<file path="config.mk">
export PLATFORM = sky130hd
export DESIGN_NAME = ultrasonic_scheduler_flat
export DESIGN_NICKNAME = d
export VERILOG_FILES = /design/src/rtl/ultrasonic_scheduler_if.sv /design/src/rtl/ultrasonic_scheduler.sv /design/src/flat_wrapper.sv
export SDC_FILE = /design/constraint.sdc
export NUM_CORES = 1
export LEC_CHECK = 0
export BUFFER_PORTS_ARGS = -buffer_cell sky130_fd_sc_hd__buf_2
export CAP_MARGIN = 5
export CORE_ASPECT_RATIO = 0.9
export CORE_MARGIN = 2
export CORE_UTILIZATION = 35
export CTS_BUF_LIST = sky130_fd_sc_hd__clkbuf_16
export DETAILED_ROUTE_END_ITERATION = 7
export GPL_TIMING_DRIVEN = 0
export PLACE_DENSITY = 0.57
export SYNTH_ARGS = -nofsm -noshare
export SYNTH_HDL_FRONTEND = slang
export SYNTH_SLANG_ARGS = --single-unit
</file>
<file path="constraint.sdc">
create_clock -name clk -period 4.65 [get_ports clk]
set_clock_uncertainty 0.15 [all_clocks]
set_input_delay 0.6975 -clock clk [delete_from_list [all_inputs] [get_ports clk]]
set_output_delay 0.6975 -clock clk [all_outputs]
set_load 0.05 [all_outputs]
</file>
<file path="src/rtl/ultrasonic_scheduler_if.sv">
// Link between the scheduler and the HC-SR04 controller.
// Valid/ready: start_o is a one-cycle request; done_i is a one-cycle completion qualifying echo_count_i.
interface ultrasonic_scheduler_if #(
  parameter int COUNT_W = 32
);
  logic               start_o;
  logic               done_i;
  logic [COUNT_W-1:0] echo_count_i;

  modport master (
    output start_o,
    input  done_i,
    input  echo_count_i
  );

  modport slave (
    input  start_o,
    output done_i,
    output echo_count_i
  );
endinterface

</file>
<file path="src/rtl/ultrasonic_scheduler.sv">
// Periodic measurement sequencer for the ultrasonic controller: echo timeout supervision,
// batch averaging, hysteresis level flag and sensor-fault flag.
module ultrasonic_scheduler #(
  parameter int COUNT_W        = 32,
  parameter int PERIOD_CYCLES  = 3_000_000,
  parameter int TIMEOUT_CYCLES = 1_500_000,
  parameter int AVG_LOG2       = 2,
  parameter int TH_LOW         = 30000,
  parameter int TH_HIGH        = 33000,
  parameter int FAULT_LIMIT    = 3
) (
  input  logic                  clk,
  input  logic                  rst,
  input  logic                  enable_i,
  ultrasonic_scheduler_if.master ctrl,
  output logic [COUNT_W-1:0]    avg_count_o,
  output logic                  avg_valid_o,
  output logic                  level_ok_o,
  output logic                  sensor_fault_o,
  output logic                  busy_o,
  output logic [1:0]            state_dbg_o
);

  localparam int CNT_W = $clog2(PERIOD_CYCLES);
  localparam int ACC_W = COUNT_W + AVG_LOG2;
  localparam int SW    = AVG_LOG2 + 1;
  localparam int FW    = $clog2(FAULT_LIMIT + 1);

  localparam logic [CNT_W-1:0]   PERIOD_LAST  = CNT_W'(PERIOD_CYCLES - 1);
  localparam logic [CNT_W-1:0]   TIMEOUT_LAST = CNT_W'(TIMEOUT_CYCLES - 1);
  localparam logic [SW-1:0]      SAMPLE_LAST  = SW'((1 << AVG_LOG2) - 1);
  localparam logic [FW-1:0]      FAULT_C      = FW'(FAULT_LIMIT);
  localparam logic [COUNT_W-1:0] TH_LOW_C     = COUNT_W'(TH_LOW);
  localparam logic [COUNT_W-1:0] TH_HIGH_C    = COUNT_W'(TH_HIGH);

  typedef enum logic [1:0] {
    IDLE      = 2'd0,
    START     = 2'd1,
    WAIT_ECHO = 2'd2,
    GAP       = 2'd3
  } state_t;

  state_t             state, next_state;
  logic [CNT_W-1:0]   cnt;
  logic [ACC_W-1:0]   acc;
  logic [SW-1:0]      sample_cnt;
  logic [FW-1:0]      consec;

  logic               accept, timeout, batch_done;
  logic [ACC_W-1:0]   sum;
  logic [COUNT_W-1:0] avg_next;
  logic [FW-1:0]      consec_next;

  assign state_dbg_o = state;

  // One counter serves as both period and timeout counter: both restart at START.
  always_comb begin
    next_state = state;
    accept     = 1'b0;
    timeout    = 1'b0;
    case (state)
      IDLE:      if (enable_i) next_state = START;
      START:     next_state = WAIT_ECHO;
      WAIT_ECHO: begin
        if (ctrl.done_i) begin
          accept     = 1'b1;
          next_state = GAP;
        end else if (cnt == TIMEOUT_LAST) begin
          timeout    = 1'b1;
          next_state = GAP;
        end
      end
      GAP:       if (cnt == PERIOD_LAST) next_state = enable_i ? START : IDLE;
      default:   next_state = IDLE;
    endcase
  end

  always_comb begin
    sum         = acc + ACC_W'(ctrl.echo_count_i);
    avg_next    = sum[ACC_W-1:AVG_LOG2];
    batch_done  = accept && (sample_cnt == SAMPLE_LAST);
    consec_next = (consec == FAULT_C) ? consec : consec + FW'(1);
  end

  always_ff @(posedge clk or posedge rst) begin
    if (rst) begin
      state        <= IDLE;
      cnt          <= '0;
      ctrl.start_o <= 1'b0;
      busy_o       <= 1'b0;
    end else begin
      state        <= next_state;
      ctrl.start_o <= (next_state == START);
      busy_o       <= (next_state != IDLE);
      if (next_state == START)     cnt <= '0;
      else if (next_state != IDLE) cnt <= cnt + CNT_W'(1);
    end
  end

  always_ff @(posedge clk or posedge rst) begin
    if (rst) begin
      acc            <= '0;
      sample_cnt     <= '0;
      consec         <= '0;
      avg_count_o    <= '0;
      avg_valid_o    <= 1'b0;
      level_ok_o     <= 1'b0;
      sensor_fault_o <= 1'b0;
    end else begin
      avg_valid_o <= 1'b0;
      if (accept) begin
        consec         <= '0;
        sensor_fault_o <= 1'b0;
        if (batch_done) begin
          acc         <= '0;
          sample_cnt  <= '0;
          avg_count_o <= avg_next;
          avg_valid_o <= 1'b1;
          if (avg_next < TH_LOW_C)        level_ok_o <= 1'b1;
          else if (avg_next >= TH_HIGH_C) level_ok_o <= 1'b0;
        end else begin
          acc        <= sum;
          sample_cnt <= sample_cnt + SW'(1);
        end
      end else if (timeout) begin
        // A lost echo poisons the batch, so the partial sum is dropped.
        acc        <= '0;
        sample_cnt <= '0;
        consec     <= consec_next;
        if (consec_next == FAULT_C) begin
          sensor_fault_o <= 1'b1;
          level_ok_o     <= 1'b0;
        end
      end
    end
  end

endmodule

</file>
<file path="src/flat_wrapper.sv">
// flat-port wrapper written by rule: the top's interface ports become plain ports
module ultrasonic_scheduler_flat 
#(
  parameter int COUNT_W        = 32,
  parameter int PERIOD_CYCLES  = 3_000_000,
  parameter int TIMEOUT_CYCLES = 1_500_000,
  parameter int AVG_LOG2       = 2,
  parameter int TH_LOW         = 30000,
  parameter int TH_HIGH        = 33000,
  parameter int FAULT_LIMIT    = 3
)
  (clk, rst, enable_i, avg_count_o, avg_valid_o, level_ok_o, sensor_fault_o, busy_o, state_dbg_o, ctrl_start_o, ctrl_done_i, ctrl_echo_count_i);
  ultrasonic_scheduler_if #(.COUNT_W(COUNT_W)) ctrl_i ();
  input  logic clk;
  input  logic rst;
  input  logic enable_i;
  output logic [COUNT_W-1:0] avg_count_o;
  output logic avg_valid_o;
  output logic level_ok_o;
  output logic sensor_fault_o;
  output logic busy_o;
  output logic [1:0] state_dbg_o;
  output wire logic [$bits(ctrl_i.start_o)-1:0] ctrl_start_o;
  input wire logic [$bits(ctrl_i.done_i)-1:0] ctrl_done_i;
  input wire logic [$bits(ctrl_i.echo_count_i)-1:0] ctrl_echo_count_i;
  assign ctrl_start_o = ctrl_i.start_o;
  assign ctrl_i.done_i = ctrl_done_i;
  assign ctrl_i.echo_count_i = ctrl_echo_count_i;
  ultrasonic_scheduler #(.COUNT_W(COUNT_W), .PERIOD_CYCLES(PERIOD_CYCLES), .TIMEOUT_CYCLES(TIMEOUT_CYCLES), .AVG_LOG2(AVG_LOG2), .TH_LOW(TH_LOW), .TH_HIGH(TH_HIGH), .FAULT_LIMIT(FAULT_LIMIT)) u_core (.clk(clk), .rst(rst), .enable_i(enable_i), .ctrl(ctrl_i), .avg_count_o(avg_count_o), .avg_valid_o(avg_valid_o), .level_ok_o(level_ok_o), .sensor_fault_o(sensor_fault_o), .busy_o(busy_o), .state_dbg_o(state_dbg_o));
endmodule
</file>
==> results.sh <==
export IMPL_syn_area_per_cell_sq_um=8.876
export IMPL_holdBufCountCts=0
export IMPL_hold_violations=0
export IMPL_clkLatencyLatePin_ns=0.36
export IMPL_cts_buffers=9
export IMPL_crit_path_cell_trace="buf_2 > ha_1 > fa_1 > a21o_1 > a221o_2 > a311oi_4 > a211oi_2 > o21ai_1 > a211oi_1 > a211oi_1 > o211ai_1 > o31ai_2"
export IMPL_cts_resized=0
export IMPL_dr_pass1_iters=5
export IMPL_startpoint_type="input port"
export IMPL_drc=0
export IMPL_synth_fp_nets=751
export IMPL_crit_path_top_delay_cell="a211oi_1"
export IMPL_finalWeightedCongestion=0.8713
export IMPL_io_buffers=74
export IMPL_fin_cells=981
export IMPL_clk_path_buf_depth=2
export IMPL_syn_inst=680
export IMPL_ys_flop_type="dfrtp_1"
export IMPL_yosys_warnings=0
export IMPL_final_setup_viol_count=0
export IMPL_worst_endpoint_arrival_ns=4.10
export IMPL_required_ns=4.76
export IMPL_fmax_ghz=0.2511
export IMPL_synth_area_sq_um=6036
export IMPL_synth_edf_count=0
export IMPL_dp_cells=966
export IMPL_area_growth_pct=15.28
export IMPL_end_kind="flip-flop"
export IMPL_slowest_delay_ns=0.48
export IMPL_rsz0062_at_grt="false"
export IMPL_dieWidth_um=142.4
export IMPL_grt_pass1_wl_um=26830
export IMPL_antenna_cells=0
export IMPL_synth_seq_area_share=0.4146
export IMPL_tightest_slew_ns=0.8343
export IMPL_dpl_hpwl_um=12530
export IMPL_drt_total_wl_um=16720
export IMPL_layout_drive_gt1_share=0.1338
export IMPL_drt_iter0_drc=283
export IMPL_synthTopCellsByArea="dfrtp_1, nand2_1, ha_1, o21ai_0, a21oi_1"
export IMPL_layout_setup_ws_ns=0.6669
export IMPL_clock_sinks=100
export IMPL_status="complete, no violations"
export IMPL_num_nets_final=837
export IMPL_grt_overflow=0
export IMPL_cp_buffers_inverters=1
export IMPL_yosysMostFrequentCell="nand2_1"
export IMPL_fin_crit_ns=3.983
export IMPL_p_leak_nw=3.208
export IMPL_die_height_um=128.6
export IMPL_synth_largest_area_cell="dfrtp_1"
export IMPL_post_cts_buffers=0
export IMPL_cts_tree="yes"
export IMPL_synth_seq_cells=100
export IMPL_max_vdd_ir_drop_v=0.0004508
export IMPL_power_total_mw=4.790
export IMPL_synthArstFlopShare=1.000
export IMPL_crit_fanout=6
export IMPL_root_buffer="clkbuf_16"
export IMPL_num_rows=45
export IMPL_cts_clk_slew_worst_paths_ns=0.07
export IMPL_start_util=0.3573
export IMPL_report_final_slew_viol_count=0
export IMPL_io_pins=75
export IMPL_grt_max_degree=58
export IMPL_finalCritPeriodShare=0.8566
export IMPL_holdWs_ns=0.2706
export IMPL_viasPerCell=5.405
export IMPL_grt_pass1_vias=4966
export IMPL_hold_path_class="in2async"
export IMPL_synth_cell_types=67
export IMPL_post_place_ws_ns=0.3250
export IMPL_crit_top_cell="a211oi_1"
export IMPL_design_core_area_sq_um=16890
export IMPL_wl_per_cell_um=17.04
export IMPL_vias=5302
export IMPL_netlist_area_leader_share=0.4146
export IMPL_criticalPathCategory="in2reg"
export IMPL_relSlewSlack=0.4418
export IMPL_design_die_area_sq_um=18310
export IMPL_drv_cap=0
export IMPL_setup_tns_final_ns=0
export IMPL_grt_usage=0.1872
export IMPL_ant_nets=0
export IMPL_power_density_nw_per_um2=688.5
export IMPL_antenna_found_initial=0
export IMPL_yosys_top_cells_count="nand2_1, dfrtp_1, o21ai_0"
export IMPL_critPathTopFamily="compound AO/OA/AOI/OAI gates"
export IMPL_htree_levels=3
[registers in the layout, summed over array words and instances, names as in the netlist]
signal,flops
u_core.state_dbg_o,2
u_core.avg_count_o,32
u_core.cnt,22
u_core.busy_o,1
u_core.consec,2
u_core.sample_cnt,3
u_core.ctrl.start_o,1
u_core.sensor_fault_o,1
u_core.acc,34
u_core.level_ok_o,1
u_core.avg_valid_o,1
[cell families (layout without fill, tap and decap cells)]
group | count (synthesis) | after routing | share of synthesized area
AOI/OAI and AO/OA | 206 | 206 | 0.2280
and+or+nand+nor | 257 | 257 | 0.2042
DFF | 100 | 100 | 0.4146
muxes | 6 | 6 | 0.01016
buffers and inverters | 50 | 140 | 0.03151
adders and majority gates | 35 | 35 | 0.07380
xor gates and xnor gates | 26 | 26 | 0.03773
[stage by stage]
| step | utilization | instance area, sq um |
|---|---|---|
| after global placement | 0.3949 | 6670 |
| after detailed placement | 0.3967 | 6700 |
| final | 0.4119 | 6958 |
| after global routing | 0.4119 | 6958 |
| after floorplan | - | 6036 |
| after CTS | 0.4119 | 6958 |
[routing by layer]
layer  vias to the layer above  part of all wire  track usage
met3                        12             0.053      0.04838
met2                       139              0.43       0.2850
met4                         0             0.011      0.03320
met5                         -                 0            0
met1                      2489              0.51       0.2725
li1                       2662                 -            -
[placed cells by master, fill, tap and decap left out, types with 7 or more instances in the layout]
| cell type | synthesis | layout |
|---|---|---|
| a21o_1 | 7 | 7 |
| a21oi_1 | 37 | 37 |
| a22o_1 | 21 | 21 |
| and2_1 | 8 | 8 |
| and3_1 | 7 | 7 |
| buf_2 | 2 | 76 |
| clkbuf_1 | 30 | 30 |
| clkbuf_16 | 0 | 9 |
| dfrtp_1 | 100 | 100 |
| ha_1 | 34 | 34 |
| inv_1 | 17 | 16 |
| nand2_1 | 128 | 128 |
| nand3_1 | 27 | 27 |
| nand4_1 | 12 | 12 |
| nor2_1 | 29 | 29 |
| o211ai_1 | 13 | 13 |
| o21a_1 | 8 | 8 |
| o21ai_0 | 62 | 62 |
| o31ai_1 | 9 | 9 |
| xnor2_1 | 16 | 16 |
| xor2_1 | 10 | 10 |
[cell type report]
type / instances / area (sq um)
Fill cell: 1708 / 9933
Multi-Input combinational cell: 530 / 3343
Sequential cell: 100 / 2502
Timing Repair Buffer: 75 / 397.9
Tap cell: 211 / 264.0
Clock buffer: 9 / 225.2
Buffer: 33 / 126.4
Inverter: 17 / 66.31
Clock inverter: 6 / 32.53
[final timing paths]
check | start | endpoint | slack, ns | cells after the start
max in group asynchronous | rst | u_core.acc[33]$_DFFE_PP0P_ | 3.39 | 3
min in group clk | u_core.avg_count_o[17]$_DFFE_PP0P_ | u_core.avg_count_o[17]$_DFFE_PP0P_ | 0.32 | 2
max reg2reg | u_core.acc[0]$_DFFE_PP0P_ | u_core.level_ok_o$_DFFE_PP0P_ | 0.74 | 11
max | ctrl_echo_count_i[0] | u_core.level_ok_o$_DFFE_PP0P_ | 0.67 | 12
min | rst | u_core.avg_count_o[1]$_DFFE_PP0P_ | 0.27 | 2
min reg2reg | u_core.avg_count_o[17]$_DFFE_PP0P_ | u_core.avg_count_o[17]$_DFFE_PP0P_ | 0.32 | 2
[where the power goes]
group	leakage (nW)	switching, mW	internal, mW
Combinational	1.81	1.80	0.876
Clock	0.132	0.346	0.356
Sequential	1.26	0.222	1.19
(Power assumes the default switching activity.)
